### src/rtl/jump_sequencer.sv
// Handshaked sequencer for RV32I JAL/JALR: decodes the immediate, forms target and link,
// checks target alignment, then issues a single registered register-file / PC write.
module jump_sequencer #(
    parameter int XLEN        = 32,
    parameter int CHECK_ALIGN = 1,
    parameter int RET_OFFSET  = 4
) (
    input  logic            clk,
    input  logic            reset,
    input  logic            insn_valid,
    output logic            insn_ready,
    input  logic [31:0]     insn,
    input  logic [XLEN-1:0] pc,
    output logic [4:0]      rs1_addr,
    input  logic [XLEN-1:0] rs1_data,
    output logic            rd_we,
    output logic [4:0]      rd_addr,
    output logic [XLEN-1:0] rd_wdata,
    output logic            pc_we,
    output logic [XLEN-1:0] pc_next,
    output logic            done,
    output logic            misaligned,
    output logic            unsupported
);

    localparam logic [XLEN-1:0] RET_OFF = XLEN'(RET_OFFSET);
    localparam logic [6:0] OP_JAL  = 7'b1101111;
    localparam logic [6:0] OP_JALR = 7'b1100111;

    typedef enum logic [2:0] {
        S_IDLE,
        S_DECODE,
        S_CALC,
        S_WB,
        S_TRAP
    } state_t;

    state_t          state_reg;
    logic [31:0]     insn_reg;
    logic [XLEN-1:0] pc_reg;
    logic [XLEN-1:0] rs1_val_reg;
    logic [XLEN-1:0] imm_reg;
    logic            is_jalr_reg;
    logic            insn_ready_reg;
    logic            rd_we_reg;
    logic            pc_we_reg;
    logic            done_reg;
    logic            misaligned_reg;
    logic            unsupported_reg;
    logic [XLEN-1:0] rd_wdata_reg;
    logic [XLEN-1:0] pc_next_reg;

    logic            is_jal_next;
    logic            is_jalr_next;
    logic [XLEN-1:0] imm_j_next;
    logic [XLEN-1:0] imm_i_next;
    logic [XLEN-1:0] sum_next;
    logic [XLEN-1:0] target_next;
    logic [XLEN-1:0] link_next;
    logic            misalign_next;

    always_comb begin
        is_jal_next   = (insn_reg[6:0] == OP_JAL);
        is_jalr_next  = (insn_reg[6:0] == OP_JALR) && (insn_reg[14:12] == 3'b000);
        imm_j_next    = {{(XLEN-20){insn_reg[31]}}, insn_reg[19:12], insn_reg[20],
                         insn_reg[30:21], 1'b0};
        imm_i_next    = {{(XLEN-12){insn_reg[31]}}, insn_reg[31:20]};
        sum_next      = (is_jalr_reg ? rs1_val_reg : pc_reg) + imm_reg;
        // JALR clears bit 0 of the sum; JAL targets are even by construction
        target_next   = is_jalr_reg ? {sum_next[XLEN-1:1], 1'b0} : sum_next;
        link_next     = pc_reg + RET_OFF;
        misalign_next = (CHECK_ALIGN != 0) && target_next[1];
    end

    always_ff @(posedge clk or posedge reset) begin
        if (reset) begin
            state_reg       <= S_IDLE;
            insn_reg        <= '0;
            pc_reg          <= '0;
            rs1_val_reg     <= '0;
            imm_reg         <= '0;
            is_jalr_reg     <= 1'b0;
            insn_ready_reg  <= 1'b1;
            rd_we_reg       <= 1'b0;
            pc_we_reg       <= 1'b0;
            done_reg        <= 1'b0;
            misaligned_reg  <= 1'b0;
            unsupported_reg <= 1'b0;
            rd_wdata_reg    <= '0;
            pc_next_reg     <= '0;
        end else begin
            rd_we_reg       <= 1'b0;
            pc_we_reg       <= 1'b0;
            done_reg        <= 1'b0;
            misaligned_reg  <= 1'b0;
            unsupported_reg <= 1'b0;
            case (state_reg)
                S_IDLE: begin
                    if (insn_valid) begin
                        insn_reg       <= insn;
                        pc_reg         <= pc;
                        insn_ready_reg <= 1'b0;
                        state_reg      <= S_DECODE;
                    end
                end
                S_DECODE: begin
                    rs1_val_reg <= rs1_data;
                    is_jalr_reg <= is_jalr_next;
                    imm_reg     <= is_jalr_next ? imm_i_next : imm_j_next;
                    if (is_jal_next || is_jalr_next) begin
                        state_reg <= S_CALC;
                    end else begin
                        unsupported_reg <= 1'b1;
                        state_reg       <= S_TRAP;
                    end
                end
                S_CALC: begin
                    pc_next_reg  <= target_next;
                    rd_wdata_reg <= link_next;
                    if (misalign_next) begin
                        misaligned_reg <= 1'b1;
                        state_reg      <= S_TRAP;
                    end else begin
                        pc_we_reg <= 1'b1;
                        done_reg  <= 1'b1;
                        rd_we_reg <= (insn_reg[11:7] != 5'd0);
                        state_reg <= S_WB;
                    end
                end
                S_WB, S_TRAP: begin
                    insn_ready_reg <= 1'b1;
                    state_reg      <= S_IDLE;
                end
                default: begin
                    insn_ready_reg <= 1'b1;
                    state_reg      <= S_IDLE;
                end
            endcase
        end
    end

    assign insn_ready  = insn_ready_reg;
    assign rs1_addr    = insn_reg[19:15];
    assign rd_addr     = insn_reg[11:7];
    assign rd_we       = rd_we_reg;
    assign rd_wdata    = rd_wdata_reg;
    assign pc_we       = pc_we_reg;
    assign pc_next     = pc_next_reg;
    assign done        = done_reg;
    assign misaligned  = misaligned_reg;
    assign unsupported = unsupported_reg;

endmodule

### config.mk
export PLATFORM = sky130hd
export DESIGN_NAME = jump_sequencer
export DESIGN_NICKNAME = d
export VERILOG_FILES = /design/src/rtl/jump_sequencer.sv
export SDC_FILE = /design/constraint.sdc
export NUM_CORES = 1
export LEC_CHECK = 0
export ABC_AREA = 1
export BUFFER_PORTS_ARGS = -buffer_cell sky130_fd_sc_hd__buf_4
export CAP_MARGIN = 20
export CELL_PAD_IN_SITES_DETAIL_PLACEMENT = 1
export CELL_PAD_IN_SITES_GLOBAL_PLACEMENT = 1
export CORE_MARGIN = 2
export CORE_UTILIZATION = 44
export CTS_CLUSTER_SIZE = 14
export DETAILED_ROUTE_END_ITERATION = 8
export HOLD_SLACK_MARGIN = 0.12
export PLACE_DENSITY_LB_ADDON = 0.3
export SKIP_CTS_REPAIR_TIMING = 1
export SYNTH_ARGS = -nofsm -noshare
export SYNTH_HDL_FRONTEND = slang
export SYNTH_SLANG_ARGS = --single-unit
export TNS_END_PERCENT = 1
### constraint.sdc
create_clock -name clk -period 10.9 [get_ports clk]
set_input_delay 0.545 -clock clk [delete_from_list [all_inputs] [get_ports clk]]
set_output_delay 0.545 -clock clk [all_outputs]
set_load 0.02 [all_outputs]
### Word level (Yosys, flattened, before mapping)

Cells that the tools add are included.

| word-level totals | value |
|---|---|
| output and inout bits | 80 |
| bits of input ports | 99 |
| register bits after elaboration | 190 |
| word-level logic and storage cells | 46 |

| cells by class | value |
|---|---|
| bitwise logic cells | 1 |
| reduce and logical (&&, ||, !) cells | 8 |
| equality and inequality tests | 5 |
| $add $sub $neg | 2 |
| mux-type cells | 17 |

Operator list:

| kind | count |
|---|---|
| $add A32 B3 Y32 const B | 1 |
| $add A32 B32 Y32 | 1 |
| $mux W32 | 1 |
| $mux W20 | 1 |
| $eq A7 B7 Y1 const B | 2 |
| $mux W1 | 10 |
| $mux W3 | 3 |
| $pmux W3 S3 | 1 |
| $logic_not A3 Y1 | 2 |
| $reduce_bool A5 Y1 | 1 |
| $reduce_and A2 Y1 | 2 |
| $eq A3 B1 Y1 const B | 1 |
| $eq A3 B2 Y1 const B | 1 |
| $ne A2 B2 Y1 const B | 1 |
| $pmux W1 S2 | 1 |
| $reduce_or A2 Y1 | 1 |
| $logic_and A1 B1 Y1 | 1 |
| $logic_or A1 B1 Y1 | 1 |
| $not A1 Y1 | 1 |

### Logic depth before layout (Yosys ltp)

| depth | value |
|---|---|
| depth after elaboration | 5 |
| depth in mapped cells | 16 |
| depth with buffers taken out | 14 |

### Worst setup path after synthesis

Ideal clock, no wire load.

| timing path | value |
|---|---|
| path kind | register to register |
| start point | reg is_jalr_reg |
| end point | reg pc_next_reg[28], in the netlist pc_next[28] |
| path slack | 8.513 ns |
| setup time | 0.118 ns |
| arrival time | 2.269 ns |
| required time | 10.782 ns |
| stages on the path, launching flop included | 14 |
| path through | dfrtp_1 > clkbuf_1 > clkbuf_1 > o21ai_0 > ha_1 > fa_1 > nand3_1 > nand3_1 > nand3_1 > nand3_1 > nand2_1 > nand3_1 > nand3_1 > nand2_1 |

| between the ends | value |
|---|---|
| longest elaborated chain between the ends | 2 |

RTL lines:

| item | RTL line | source |
|---|---|---|
| from (decl) | 43 | `logic is_jalr_reg;` |
| from (signal assigned) | 108 | `is_jalr_reg <= is_jalr_next;` |
| $mux W32 | 68 | `sum_next = (is_jalr_reg ? rs1_val_reg : pc_reg) + imm_reg;` |
| $add A32 B32 Y32 | 68 |  |
| to (signal assigned) | 118 | `pc_next_reg <= target_next;` |
| to (decl) | 51 | `logic [XLEN-1:0] pc_next_reg;` |

No other way between the ends.
A chain may end at the register's enable or synchronous reset.

### Worst setup path after layout

| timing path | value |
|---|---|
| start point | reg is_jalr_reg |
| end point | reg pc_next_reg[24], in the netlist pc_next[24] |

The elaborated chain is that of the path after synthesis.

==> impl_metrics.toml <==
[setup_path]
cp_top_family = "simple AND/OR/NAND/NOR gates"
regToRegStartpoint = "is_jalr_reg"
arrival_ps = 3400
crit_path_top_delay_cell = "fa_1"
reg2regPathDepth = 13
rr_endpoint = "pc_next[24]"
worst-path-stages = 13
worstSetupPathType = "register to register"
ff2ff_setup_slack_ps = 7870
startpoint = "is_jalr_reg"
critPathMaxFanout = 66
critPathMaxStageDelay_ps = 470
critical_path.cell_chain = "buf_4 > o21ai_0 > ha_1 > fa_1 > nand3_1 > nand3_1 > nand2_1 > nand3_1 > nand2_1 > nand3_1 > nand2_1 > nand3_1 > nand2_1"
crit_path_end = "pc_next[24]"
cp_common_cell = "nand3_1"
startpoint_type = "register"
crit_required_ps = 11270
crit_path_end_kind = "register"
critPathBufInv = 1

[power]
p_comb_share_pct = 42.2
peakVddDrop_mv = 0.1255
power_mw = 2.914
p_int_mw = 1.635
swShare_pct = 43.87
seq_power_share_pct = 34.2
switchingPower_mw = 1.278
p_per_area_nw_per_um2 = 228.9
pwr-share-clk_pct = 23.6
p_leak_nw = 6.932

[clock_tree]
htree_levels = 4
clk_latency_ps = 450
cts_tree = "yes"
root_buffer = "clkbuf_16"
cts_made_buffers = 17
path_clk_slew_ps = 80
clockBufferDepth = 2
cts.sink_count = 190

[grt]
antenna_found_initial = 0
grt_usage_pct = 27.43
grt_max_degree = 121
first_global_vias = 10610
grt_pass1_wl_mm = 55.37
grt.overflow.total = 0

[sta]
min_period_ps = 3025
setup-violations-final = 0
tns_ps = 0
tightest_slew_ps = 935.2
slew-limit-headroom_pct = 37.66
min_period_over_period_pct = 27.76
report.final.hold_viol_count = 0
rsz0062_at_grt = "false"
fin_worst_skew_ps = 18.00
max_freq_ghz = 0.3305
maxSlewViolCount = 0

[logic_synthesis]
netlist_top_cells_area = "dfrtp_1 (45%), nand2_1 (22%), inv_1 (6.3%)"
yosys.area_share.simple_pct = 31.68
synth_top_family_by_area = "simple AND/OR/NAND/NOR gates"
synth.yosys.seq_area_share_pct = 45.00
synth_cell_types = 38
syn-num-nets = 1599
yosysWarnings = 0
yosys.area.top_type = "dfrtp_1"
avgSynthCellArea_sq_um = 7.204
syn-cell-area_sq_um = 10570
ys_ff_latch = 190
synthXorXnorAreaFrac_pct = 1.077
syn-instance-count = 1467
yosys.area_share.adder_pct = 3.978
synth-compound-area-share_pct = 9.022
synth_mux_area_share_pct = 0
yosys.area.top_type_share_pct = 44.75

[drt]
vias = 10170
vias_per_cell = 5.218
routedWlPerCell_um = 17.59
drt.antenna.violating_nets = 0
routed-wl-met2_mm = 16.44
drc_errors = 0
drt-met1-wl_mm = 15.58
wl_met3_mm = 1.469
drt_wl_total_mm = 34.27
highest_layer = "met4"
first_pass_iters = 5
drtIter0Drc = 604

[final_layout]
antennaDiodeCount = 0
layout_commonest_cell = "nand2_1"
fin_util_pct = 54.08
syn_to_final_growth_pct = 20.47
fin_nets = 1748
final_cell_mix = "nand2_1 (611), dfrtp_1 (189), buf_4 (185)"
drive_above_1_share_pct = 15.47
fillers = 3086

[floorplanning]
die_h_um = 159.0
rows = 56
start_util_pct = 44.89
die_area_sq_um = 25270
num_io_pins = 179
die_x_um = 159.0
core_region_area_sq_um = 23540

[placement]
dp_hpwl_mm = 25.23
gp_congestion = 0.8741
port_buffers = 178

[outcome]
status = "complete, no violations"

[hold_path]
hold_path_class = "primary input to async pin"

[job]
cap_violations = 0
## per-stage QoR
step	hold WS [ps]	cell area (sq um)	worst slack [ps]	std cells
global route	288.0	12730	7668	1948
floorplan	441.7	10570	5186	1467
CTS	283.4	12730	7875	1948
detailed placement	459.6	12090	8042	1916
finish	205.5	12730	7875	1948
global placement	454.7	12090	8157	1916
## area by class of cell
| class | instances | area (sq um) | area share [%] |
|---|---|---|---|
| clock buffer | 17 | 425.4 | 3.342 |
| inverter | 185 | 701.9 | 5.513 |
| tap | 319 | 399.1 | 3.135 |
| sequential | 190 | 4756 | 37.36 |
| multi-input combinational | 1037 | 4841 | 38.02 |
| clock inverter | 15 | 219.0 | 1.720 |
| timing repair buffer | 185 | 1389 | 10.91 |
## logic make-up (layout without fill, tap and decap cells)
group                      count (synthesis)  after routing
AOI/OAI and AO/OA                        176            176
buffers and inverters                    240            402
adders and majority gates                 33             33
and+or+nand+nor                          815            815
xor gates and xnor gates                  13             13
DFF                                      190            190
## worst register-to-register path, cell delays in order, from the launching register on
cell	delay [ps]
dfrtp_1	330
buf_4	450
o21ai_0	240
ha_1	290
fa_1	470
nand3_1	120
nand3_1	170
nand2_1	110
nand3_1	180
nand2_1	170
nand3_1	120
nand2_1	110
nand3_1	110
nand2_1	100
## how the worst min path moves through the flow
stage	endpoint	slack, ps	cells after the start
after floorplan	rs1_val_reg[0]	440	2
after global placement	rs1_val_reg[15]	450	2
after detailed placement	rs1_val_reg[4]	460	2
after CTS	insn_reg[9]	280	3
after global routing	insn_reg[5]	290	2
final	insn_reg[5]	210	2
## power groups by stage
| stage | registers [mW] | clock network [mW] | logic (mW) |
|---|---|---|---|
| floorplan | 0.983 | 0 | 0.836 |
| global placement | 0.998 | 0 | 1.15 |
| detailed placement | 1.01 | 0 | 1.20 |
| CTS | 0.996 | 0.692 | 1.23 |
| global route | 1.02 | 0.721 | 1.39 |
| finish | 0.998 | 0.686 | 1.23 |
## routing by layer
| layer | GRT usage, % | vias to the layer above |
|---|---|---|
| met1 | 37.29 | 4983 |
| met2 | 46.15 | 257 |
| met4 | 8.099 | 0 |
| met3 | 3.621 | 59 |
| met5 | 0 | - |
| li1 | - | 4866 |
## synthesized netlist by cell type (all sizes together)
library cell	n
nand2	614
dfrtp	189
inv	185
o21ai	120
nor2	79
nand3	76
ha	32
a21oi	30
clkbuf	28
buf	27
nor3	22
a31oi	11
nand4	10
a2bb2oi	9
xor2	8
or2	7
nand3b	6
xnor2	5
o21bai	3
a21o	1
and2	1
dfstp	1
fa	1
o22ai	1
o31ai	1
Power figures use the tool's default switching activity.
